==> config.mk <==
export PLATFORM = sky130hd
export DESIGN_NAME = fp8_unpack_pipe
export DESIGN_NICKNAME = d
export VERILOG_FILES = /design/src/rtl/fp8_unpack_pipe.sv
export SDC_FILE = /design/constraint.sdc
export NUM_CORES = 1
export LEC_CHECK = 0
export CELL_PAD_IN_SITES_DETAIL_PLACEMENT = 0
export CELL_PAD_IN_SITES_GLOBAL_PLACEMENT = 1
export CORE_MARGIN = 4
export CORE_UTILIZATION = 36
export CTS_CLUSTER_DIAMETER = 100
export DETAILED_ROUTE_END_ITERATION = 8
export GPL_TIMING_DRIVEN = 0
export MAX_ROUTING_LAYER = met4
export PLACE_DENSITY = 0.84
export SYNTH_ARGS = -nofsm -noshare
export SYNTH_HDL_FRONTEND = slang
export SYNTH_SLANG_ARGS = --single-unit
==> constraint.sdc <==
create_clock -name clk -period 2.4 [get_ports clk]
set_input_delay 0.36 -clock clk [delete_from_list [all_inputs] [get_ports clk]]
set_output_delay 0.36 -clock clk [all_outputs]
set_load 0.01 [all_outputs]
==> src/rtl/fp8_unpack_pipe.sv <==
// Two-stage FP8 (E4M3/E5M2) to FP32 widener with valid/ready handshake and
// saturating NaN/subnormal counters. Define FP8_OCP_E4M3_EN for OCP FN E4M3 specials.
module fp8_unpack_pipe #(
  parameter int LANES = 4,
  parameter int CNT_W = 16
) (
  input  logic                  clk,
  input  logic                  rst,
  input  logic                  in_valid,
  output logic                  in_ready,
  input  logic                  in_fmt,
  input  logic [8*LANES-1:0]    in_data,
  output logic                  out_valid,
  input  logic                  out_ready,
  output logic [32*LANES-1:0]   out_data,
  output logic [CNT_W-1:0]      nan_cnt,
  output logic [CNT_W-1:0]      sub_cnt,
  input  logic                  clr_cnt
);

  localparam logic [2:0] CL_ZERO = 3'd0;
  localparam logic [2:0] CL_SUB  = 3'd1;
  localparam logic [2:0] CL_NORM = 3'd2;
  localparam logic [2:0] CL_INF  = 3'd3;
  localparam logic [2:0] CL_NAN  = 3'd4;

  logic                   v1_q, v1_d, v2_q, v2_d, adv1;
  logic                   fmt_q, fmt_d;
  logic [LANES-1:0]       sgn_q, sgn_d;
  logic [LANES-1:0][4:0]  exp_q, exp_d;
  logic [LANES-1:0][2:0]  man_q, man_d;
  logic [LANES-1:0][2:0]  cls_q, cls_d;
  logic [LANES-1:0][1:0]  pos_q, pos_d;
  logic [32*LANES-1:0]    data_q, data_d;
  logic [4:0]             nanb_q, nanb_d, subb_q, subb_d;
  logic [CNT_W-1:0]       nan_cnt_q, nan_cnt_d, sub_cnt_q, sub_cnt_d;
  logic [CNT_W:0]         nan_sum, sub_sum;

  assign adv1      = !v2_q || out_ready;
  assign in_ready  = !v1_q || adv1;
  assign out_valid = v2_q;
  assign out_data  = data_q;
  assign nan_cnt   = nan_cnt_q;
  assign sub_cnt   = sub_cnt_q;

  always_comb begin : s1_decode
    logic [7:0] b;
    logic [4:0] e;
    logic [2:0] m;
    logic       emax;
    v1_d  = in_ready ? in_valid : v1_q;
    sgn_d = sgn_q;
    exp_d = exp_q;
    man_d = man_q;
    cls_d = cls_q;
    pos_d = pos_q;
    fmt_d = fmt_q;
    b = 8'h00;
    e = 5'd0;
    m = 3'd0;
    emax = 1'b0;
    if (in_ready && in_valid) begin
      fmt_d = in_fmt;
      for (int i = 0; i < LANES; i++) begin
        b    = in_data[8*i +: 8];
        e    = in_fmt ? b[6:2] : {1'b0, b[6:3]};
        m    = in_fmt ? {1'b0, b[1:0]} : b[2:0];
        emax = in_fmt ? (e == 5'h1F) : (e == 5'h0F);
        sgn_d[i] = b[7];
        exp_d[i] = e;
        man_d[i] = m;
        pos_d[i] = m[2] ? 2'd2 : (m[1] ? 2'd1 : 2'd0);
        if (e == 5'd0) begin
          cls_d[i] = (m == 3'd0) ? CL_ZERO : CL_SUB;
        end else if (emax) begin
`ifdef FP8_OCP_E4M3_EN
          // OCP FN E4M3 has no infinity; only mantissa 111 is NaN at max exponent
          if (!in_fmt) begin
            cls_d[i] = (m == 3'd7) ? CL_NAN : CL_NORM;
          end else begin
            cls_d[i] = (m == 3'd0) ? CL_INF : CL_NAN;
          end
`else
          cls_d[i] = (m == 3'd0) ? CL_INF : CL_NAN;
`endif
        end else begin
          cls_d[i] = CL_NORM;
        end
      end
    end else begin
      fmt_d = fmt_q;
    end
  end

  always_comb begin : s2_assemble
    logic [7:0]  ex;
    logic [22:0] fr;
    logic [4:0]  nn, ss;
    v2_d   = adv1 ? v1_q : v2_q;
    data_d = data_q;
    nanb_d = nanb_q;
    subb_d = subb_q;
    ex = 8'h00;
    fr = 23'h0;
    nn = 5'd0;
    ss = 5'd0;
    if (adv1 && v1_q) begin
      for (int i = 0; i < LANES; i++) begin
        ex = 8'h00;
        fr = 23'h0;
        case (cls_q[i])
          CL_ZERO: fr = 23'h0;
          CL_SUB: begin
            // value = man * 2^(1-B-M); renormalise around the leading one at pos
            ex = (fmt_q ? 8'd111 : 8'd118) + {6'd0, pos_q[i]};
            case (pos_q[i])
              2'd2:    fr = {man_q[i][1:0], 21'h0};
              2'd1:    fr = {man_q[i][0], 22'h0};
              default: fr = 23'h0;
            endcase
          end
          CL_INF: ex = 8'hFF;
          CL_NAN: begin
            ex = 8'hFF;
            fr = 23'h400000;
          end
          default: begin
            ex = {3'd0, exp_q[i]} + (fmt_q ? 8'd112 : 8'd120);
            fr = fmt_q ? {man_q[i][1:0], 21'h0} : {man_q[i], 20'h0};
          end
        endcase
        data_d[32*i +: 32] = {sgn_q[i], ex, fr};
        nn = nn + {4'd0, (cls_q[i] == CL_NAN)};
        ss = ss + {4'd0, (cls_q[i] == CL_SUB)};
      end
      nanb_d = nn;
      subb_d = ss;
    end else begin
      nanb_d = nanb_q;
    end
  end

  always_comb begin
    nan_sum = {1'b0, nan_cnt_q} + {{(CNT_W-4){1'b0}}, nanb_q};
    sub_sum = {1'b0, sub_cnt_q} + {{(CNT_W-4){1'b0}}, subb_q};
    if (clr_cnt) begin
      nan_cnt_d = '0;
      sub_cnt_d = '0;
    end else if (v2_q && out_ready) begin
      nan_cnt_d = nan_sum[CNT_W] ? '1 : nan_sum[CNT_W-1:0];
      sub_cnt_d = sub_sum[CNT_W] ? '1 : sub_sum[CNT_W-1:0];
    end else begin
      nan_cnt_d = nan_cnt_q;
      sub_cnt_d = sub_cnt_q;
    end
  end

  always_ff @(posedge clk) begin
    if (rst) begin
      v1_q      <= 1'b0;
      v2_q      <= 1'b0;
      fmt_q     <= 1'b0;
      sgn_q     <= '0;
      exp_q     <= '0;
      man_q     <= '0;
      cls_q     <= '0;
      pos_q     <= '0;
      data_q    <= '0;
      nanb_q    <= 5'd0;
      subb_q    <= 5'd0;
      nan_cnt_q <= '0;
      sub_cnt_q <= '0;
    end else begin
      v1_q      <= v1_d;
      v2_q      <= v2_d;
      fmt_q     <= fmt_d;
      sgn_q     <= sgn_d;
      exp_q     <= exp_d;
      man_q     <= man_d;
      cls_q     <= cls_d;
      pos_q     <= pos_d;
      data_q    <= data_d;
      nanb_q    <= nanb_d;
      subb_q    <= subb_d;
      nan_cnt_q <= nan_cnt_d;
      sub_cnt_q <= sub_cnt_d;
    end
  end

endmodule

==> flow_summary_export.csv, run 1 <==
group,metric,value,unit
clock_network,cts_setup_buffers,0,
place,place.gp.congestion,0.864,
clock_network,cts_buffers,17,
sta,slew_viol_final,0,
run,drv_cap,0,
route,num_vias,6848,
worst_hold_path,min_path_cells,2,
synthesis,synth_ff_type,"dfxtp_1",
route,routed_via_density,4.77,
synthesis,ys_seq_elements,137,
synthesis,async_reset_ff_share,0,%
sta,worst-slew-pin-transition,0.875,ns
route,ant_nets,0,
critical_path,cpPeakStageDelay,0.53,ns
synthesis,synth_top_area_cell,"dfxtp_1",
clock_network,root_buffer,"clkbuf_16",
critical_path,cp-start-kind,"flop",
sta,timing.fmax,0.448,GHz
synthesis,synth_area_per_cell,8.17,um^2
sta,fin_crit,2.23,ns
global_routing,grt_max_degree,17,
pwr,power.density,583,nW/um^2
critical_path,cpMostUsedCell,"ha_1",
floorplan,coreArea,21000,um^2
clock_network,h-tree-depth,4,
global_routing,gr-max-usage-layer,"met2",
synthesis,ys_seq_area_share,35.9,%
sta,hold_viol,0,
critical_path,crit_fanout,10,
critical_path,crit_slowest_cell,"fa_1",
critical_path,r2r_end,"subb_q[1]",
global_routing,grt_util_met2,30.0,%
sta,fin_hold_ws,0.451,ns
sta,relSlewSlack,41.7,%
worst_hold_path,hold_path_startpoint,"sgn_q[1]",
synthesis,synth_top_area_share,35.9,%
clock_network,cts_tree,"yes",
place,dp.cells,1406,
synthesis,synth_warnings,0,
sta,setup_tns,0,ns
place,port_buffers,118,
global_routing,grt_use_total,18.7,%
clock_network,clock_path_buffers,2,
route,wl_per_cell,15.0,um
sta,grt_setup_unrepaired,"false",
global_routing,grt_use_met3,3.91,%
pwr,p_leak,4.17,nW
global_routing,grt_pass1_wl,34.4,mm
floorplan,die_width,154,um
critical_path,reg2regPathDepth,9,
critical_path,critPathArrivalTime,2.51,ns
clock_network,clkTransAtPathRegs,0.06,ns
clock_network,clk_latency,0.42,ns
floorplan,io_pins,200,
route,route.detailed.drc,0,
critical_path,worstSetupEndpointType,"flop",
critical_path,critical_path_class,"flop to flop",
sta,fin_skew,0.00773,ns
global_routing,grt_pass1_vias,6508,
critical_path,critPathRequiredTime,2.68,ns
synthesis,synth_edf_count,0,
worst_hold_path,hold_path_class,"flop to flop",
worst_hold_path,min_to,"out_data[63]",
pwr,ir_drop,469,uV
synthesis,synth.cell_area,7630,um^2
finish,area_growth,31.2,%
route,drt-pass1-iter-count,5,
global_routing,antenna_found_initial,0,
global_routing,overflow,0,
critical_path,rr_startpoint,"cls_q[3]",
sta,setup_violations,0,
synthesis,synth_cell_types,61,
status,outcome,"complete, no violations",
global_routing,met1_usage,23.7,%
clock_network,cts.sinks,137,
finish,layout-drive-gt1-share,13.5,%
critical_path,r2r_slack,0.17,ns
place,dpl.hpwl,16.7,mm
finish,antennaDiodeCount,0,
finish,final_nets,1229,
finish,stdcell_count,1436,
floorplan,std_cell_rows,53,
synthesis,syn_inst,934,
route,drtIter0Drc,358,
critical_path,cp_cell_sequence,"buf_4 -> inv_2 -> or3_4 -> fa_1 -> inv_1 -> ha_1 -> ha_1 -> nand2_1 -> a21oi_1",
sta,fin_crit_sh,93.0,%
floorplan,die_y,154,um
floorplan,start_util,36.4,%
floorplan,dieArea,23600,um^2
route,routed_wl,21.6,mm
synthesis,synthTopCellsByArea,"dfxtp_1 (36%), buf_4 (8.7%), a21oi_1 (6.8%)",
where the power goes:
group / internal (W) / leakage (nW) / total, W / switching [W]
logic: 0.000408 / 2.77 / 0.000901 / 0.000493
clock network: 0.00152 / 0.275 / 0.00249 / 0.000967
registers: 0.00238 / 1.12 / 0.00245 / 0.0000786
total: 0.00430 / 4.17 / 0.00584 / 0.00154
sequential cells by signal, indices dropped and copies added, names as in the netlist:
name       flops
subb_q         3
nanb_q         3
man_q         12
nan_cnt       16
cls_q         12
sub_cnt       16
pos_q          4
v1_q           1
fmt_q          1
exp_q         20
out_valid      1
sgn_q          4
out_data      44
cells in the final DEF, fill, tap and decap left out, types with 21 or more instances in the layout:
| cell type | count |
|---|---|
| conb_1 | 80 |
| ha_1 | 38 |
| nand3_1 | 21 |
| inv_1 | 42 |
| mux2i_1 | 22 |
| dfxtp_1 | 135 |
| a21oi_1 | 103 |
| buf_4 | 88 |
| clkbuf_1 | 26 |
| a211oi_1 | 31 |
| clkdlybuf4s50_1 | 118 |
| nand2_1 | 103 |
| nor2_1 | 92 |
| nor3_1 | 28 |
| o21ai_0 | 23 |
worst max-delay path by stage:
| stage | start | endpoint | slack [ns] | cells after the start |
|---|---|---|---|---|
| finish | cls_q[3] | subb_q[1] | 0.17 | 9 |
| global route | cls_q[3] | subb_q[1] | 0.04 | 9 |
| CTS | cls_q[9] | subb_q[1] | 0.004 | 10 |
| detailed placement | fmt_q | out_data[62] | -0.07 | 7 |
| global placement | fmt_q | out_data[62] | -0.03 | 7 |
| floorplan | cls_q[9] | subb_q[1] | 0.28 | 10 |
worst max-delay path: cells and delay by family, from the launching register on:
family / cells / cell delay [ns]
fa+ha+maj: 3 / 0.98
buf+inv: 3 / 0.27
flops: 1 / 0.34
simple gates: 2 / 0.45
compound gates: 1 / 0.06
repair_timing:
action | 4_1_cts | 5_1_grt
gates resized for setup | 1 | 1
hold buffers | 0 | 0
gates cloned | 0 | 0
setup endpoints to repair | 2 | 1
cell families after synthesis:
family	after synthesis	synth area share, %
flops	137	35.9
fa+ha+maj	42	7.28
simple gates	320	20.9
mux	22	2.88
xor+xnor	21	2.41
compound gates	214	17.2
other cells	1	0.0491
buf+inv	177	13.4
synthesized netlist by cell type, types with 3 or more instances:
cell type  number
nand3_1        21
inv_1          42
fa_1            4
a311oi_1        8
or4_1           4
xor2_1         11
ha_1           38
buf_2          17
a221oi_1        5
nand2_1       103
a211oi_2        4
and2_1          9
clkbuf_1       25
or3_1           3
buf_4          88
nand2b_1       11
o22ai_1        11
o21ai_0        23
nor2b_1         8
and3_1          6
o31a_1          4
dfxtp_1       137
nor2_1         92
nor4_1          4
mux2i_1        22
o21ai_1         4
a21oi_1       103
nor3_1         28
a22o_1          3
a31oi_1         9
nand4_1        10
buf_1           3
xnor2_1        10
a211oi_1       31
metrics by stage:
step | util, % | total power, W | setup slack (ns) | cell area, um^2
2_1_floorplan | - | 0.00306 | 0.284 | 7930
3_3_place_gp | 45.1 | 0.00339 | -0.0294 | 9460
3_5_place_dp | 45.1 | 0.00340 | -0.0742 | 9460
4_1_cts | 47.8 | 0.00588 | 0.00418 | 10000
5_1_grt | 47.8 | 0.00610 | 0.0383 | 10000
6_report | 47.8 | 0.00584 | 0.169 | 10000
routing by layer:
metal | up-vias | part of all wire [%]
met5 | - | 0
met4 | 0 | 1.8
met3 | 25 | 5.7
met2 | 209 | 47
met1 | 3091 | 46
li1 | 3523 | -
cell type report:
cell class                 instances  area [um^2]
tap                              275          344
buffer                           133          858
timing repair buffer             118         1180
fill                            2104        10900
inverter                          43          161
clock buffer                      23          488
multi-input combinational        699         4170
sequential                       137         2750
clock inverter                     8         70.1
(Power assumes the default switching activity.)
==> run 2, diff against run 1 <==
--- a/config.mk
+++ b/config.mk
@@ -10,6 +10,7 @@
 export CORE_MARGIN = 4
 export CORE_UTILIZATION = 36
 export CTS_CLUSTER_DIAMETER = 100
+export CTS_CLUSTER_SIZE = 25
 export DETAILED_ROUTE_END_ITERATION = 8
 export GPL_TIMING_DRIVEN = 0
 export MAX_ROUTING_LAYER = met4
==> results of run 2 <==
The final DEF is identical to that of run 1; final timing and power are the same.
==> run 3, diff against run 2 <==
--- a/config.mk
+++ b/config.mk
@@ -5,16 +5,17 @@
 export SDC_FILE = /design/constraint.sdc
 export NUM_CORES = 1
 export LEC_CHECK = 0
+export ABC_AREA = 1
 export CELL_PAD_IN_SITES_DETAIL_PLACEMENT = 0
 export CELL_PAD_IN_SITES_GLOBAL_PLACEMENT = 1
 export CORE_MARGIN = 4
-export CORE_UTILIZATION = 36
+export CORE_UTILIZATION = 35
 export CTS_CLUSTER_DIAMETER = 100
 export CTS_CLUSTER_SIZE = 25
 export DETAILED_ROUTE_END_ITERATION = 8
 export GPL_TIMING_DRIVEN = 0
 export MAX_ROUTING_LAYER = met4
-export PLACE_DENSITY = 0.84
+export PLACE_DENSITY = 0.83
 export SYNTH_ARGS = -nofsm -noshare
 export SYNTH_HDL_FRONTEND = slang
 export SYNTH_SLANG_ARGS = --single-unit
==> run 3 against run 2 <==
  * Maximum frequency grew 2.9%
  * Critical path depth unchanged
  * Sequential power barely moved
  * Synthesized cell count up 17%
  * Flip-flop and latch count did not move
  * Design area is 3.6% higher
  * Setup slack better by 0.062 ns
  * Non-clock buffer count is 4 lower
  * Power rose by 6.1%
  * Routed wire length increased by 7.8%
  * Sequential share of layout area is 0.97 points lower
  * Clock-buffer cell count down 5
  * Critical path type unchanged
  * Critical endpoint unchanged
==> flow_summary_export.csv, run 3 <==
group,metric,value,unit
synthesis,ys_seq_elements,137,
critical_path,critPathRequiredTime,2.71,ns
synthesis,syn_inst,1094,
critical_path,reg2regPathDepth,9,
worst_hold_path,min_path_cells,2,
sta,fin_skew,0.0100,ns
finish,final_common_cell,"nand2_1",
synthesis,synthTopCellsByArea,"dfxtp_1 (35%), nand2_1 (9.9%), buf_4 (8.0%)",
place,placed_area,9760,um^2
route,route.detailed.drc,0,
place,place_ws,0.113,ns
sta,hold_viol,0,
route,routed_via_density,4.67,
clock_network,h-tree-depth,4,
place,dpl.hpwl,18.4,mm
critical_path,crit_slowest_cell,"fa_1",
sta,relSlewSlack,48.6,%
clock_network,clkTransAtPathRegs,0.06,ns
sta,worst-slew-pin-transition,0.771,ns
critical_path,rr_startpoint,"cls_q[9]",
floorplan,coreArea,22000,um^2
finish,antennaDiodeCount,0,
critical_path,r2r_slack,0.23,ns
synthesis,synth_warnings,0,
synthesis,ys_seq_area_share,34.6,%
clock_network,hold_buffers,0,
global_routing,antenna_found_initial,0,
critical_path,cp_cell_sequence,"inv_1 -> nor2_1 -> nand2_2 -> fa_1 -> inv_1 -> ha_1 -> ha_1 -> o21ai_0 -> nor2_1",
clock_network,root_buffer,"clkbuf_16",
sta,setup_violations,0,
clock_network,cts_buffers,17,
critical_path,critical_path_class,"flop to flop",
clock_network,clk_latency,0.42,ns
synthesis,synth_area_per_cell,7.25,um^2
finish,multi_input_area,4170,um^2
place,port_buffers,118,
global_routing,met1_usage,24.4,%
floorplan,std_cell_rows,54,
finish,regArea,2740,um^2
clock_network,cts_setup_buffers,0,
route,num_vias,7487,
global_routing,grt_use_total,19.0,%
finish,fillers,2223,
critical_path,cp-start-kind,"flop",
critical_path,crit_family,"adder cells",
clock_network,cts.sinks,137,
route,drt-pass1-iter-count,5,
global_routing,grt_pass1_vias,6799,
run,drv_cap,0,
finish,finalInstanceArea,10400,um^2
finish,layout_common_cells,"nand2_1 (208), dfxtp_1 (136), clkdlybuf4s50_1 (118)",
synthesis,synth_top_area_share,34.6,%
synthesis,synth_ff_type,"dfxtp_1",
sta,fin_crit_sh,90.4,%
floorplan,start_util,36.0,%
pwr,p_leak,4.69,nW
status,outcome,"complete, no violations",
synthesis,synth_edf_count,0,
global_routing,gr-max-usage-layer,"met2",
critical_path,crit_fanout,6,
critical_path,path_buf_inv,2,
route,drtIter0Drc,409,
worst_hold_path,min_to,"out_data[59]",
sta,setup_ws,0.231,ns
route,ant_nets,0,
clock_network,clock_path_buffers,2,
place,place.gp.congestion,0.907,
critical_path,worstSetupEndpointType,"flop",
critical_path,r2r_end,"subb_q[1]",
route,routed_wl,23.3,mm
synthesis,synth.cell_area,7930,um^2
global_routing,grt_pass1_wl,36.5,mm
sta,timing.fmax,0.461,GHz
global_routing,grt_max_degree,17,
finish,layout-drive-gt1-share,14.6,%
sta,grt_setup_unrepaired,"false",
synthesis,synth_common_cells,"nand2_1 (209), dfxtp_1 (137), inv_1 (109), nor2_1 (109), buf_4 (85)",
synthesis,synth_cell_types,43,
finish,final_nets,1390,
clock_network,post_cts_resized,0,
synthesis,yosysMostFrequentCell,"nand2_1",
synthesis,async_reset_ff_share,0,%
sta,slew_viol_final,0,
pwr,power.density,597,nW/um^2
critical_path,cp-startpoint,"cls_q[9]",
finish,area_growth,30.9,%
global_routing,grt_util_met2,31.4,%
floorplan,die_y,159,um
sta,setup_tns,0,ns
global_routing,grt_use_met3,2.31,%
sta,fin_hold_ws,0.466,ns
floorplan,io_pins,200,
route,wl_per_cell,14.5,um
pwr,ir_drop,329,uV
critical_path,critPathArrivalTime,2.47,ns
worst_hold_path,hold_path_class,"flop to flop",
floorplan,dieArea,25100,um^2
clock_network,cts_tree,"yes",
global_routing,overflow,0,
synthesis,synth_top_area_cell,"dfxtp_1",
floorplan,die_width,159,um
worst_hold_path,hold_path_startpoint,"out_data[59]",
finish,largest_reg_flops,44,
critical_path,cpPeakStageDelay,0.52,ns
sta,fin_crit,2.17,ns
run 3: cell types whose count changed after synthesis, moves of 11 or more:
| cell | delta |
|---|---|
| nor2_1 | +17 |
| inv_1 | +67 |
| nor3_1 | -25 |
| mux2i_1 | -20 |
| nand2b_1 | -11 |
| o22ai_1 | -11 |
| o21ai_2 | +12 |
| nand2_1 | +106 |
| o21ai_0 | +46 |
| nand3_1 | +35 |
| a211oi_1 | -15 |
| a21oi_1 | -19 |
run 3: stage by stage:
stage	cells	util, %	power [W]
global route	1603	47.1	0.00649
CTS	1603	47.1	0.00625
detailed placement	1571	44.3	0.00349
floorplan	1173	-	0.00313
finish	1603	47.1	0.00620
global placement	1571	44.3	0.00348
run 3: cell type report:
cell class	instances	share of cell area [%]
plain buffers	129	8.49
repair buffers	118	11.4
clock buffers	18	4.14
inverters	115	4.16
well taps	280	3.38
clock inverters	14	1.78
flip-flops and latches	137	26.4
multi-input cells	792	40.2
run 3: cells by family after synthesis:
family	synth area share, %
buffers and inverters	16.6
other	0.0473
flip-flops	34.6
AND/OR/NAND/NOR	23.9
adder cells (fa/ha/maj)	7.01
AO/OA/AOI/OAI	17.3
XOR/XNOR	0.331
multiplexers	0.252
run 3: worst max-delay path by stage:
stage | endpoint | slack (ns) | cells past startpoint
after detailed placement | exp_q[16] | 0.11 | 7
after global routing | subb_q[1] | 0.003 | 9
after floorplan | subb_q[1] | 0.46 | 9
after global placement | exp_q[2] | 0.12 | 7
after CTS | out_data[59] | 0.11 | 9
final | subb_q[1] | 0.23 | 9
run 3: power by group:
part	switching, W	internal, W	total, W
clock	0.00108	0.00166	0.00274
combinational	0.000557	0.000420	0.000977
sequential	0.0000880	0.00239	0.00248
total	0.00173	0.00447	0.00620
run 3: worst min-delay path, stage by stage (launching register included):
cell     delay (ns)
dfxtp_1        0.31
nand2_1        0.06
a21oi_1        0.05
run 3: per-layer routing:
metal | vias up | wire [um]
met1 | 3357 | 10500
met5 | - | 0
met2 | 210 | 11200
met4 | 0 | 425
li1 | 3892 | -
met3 | 28 | 1210
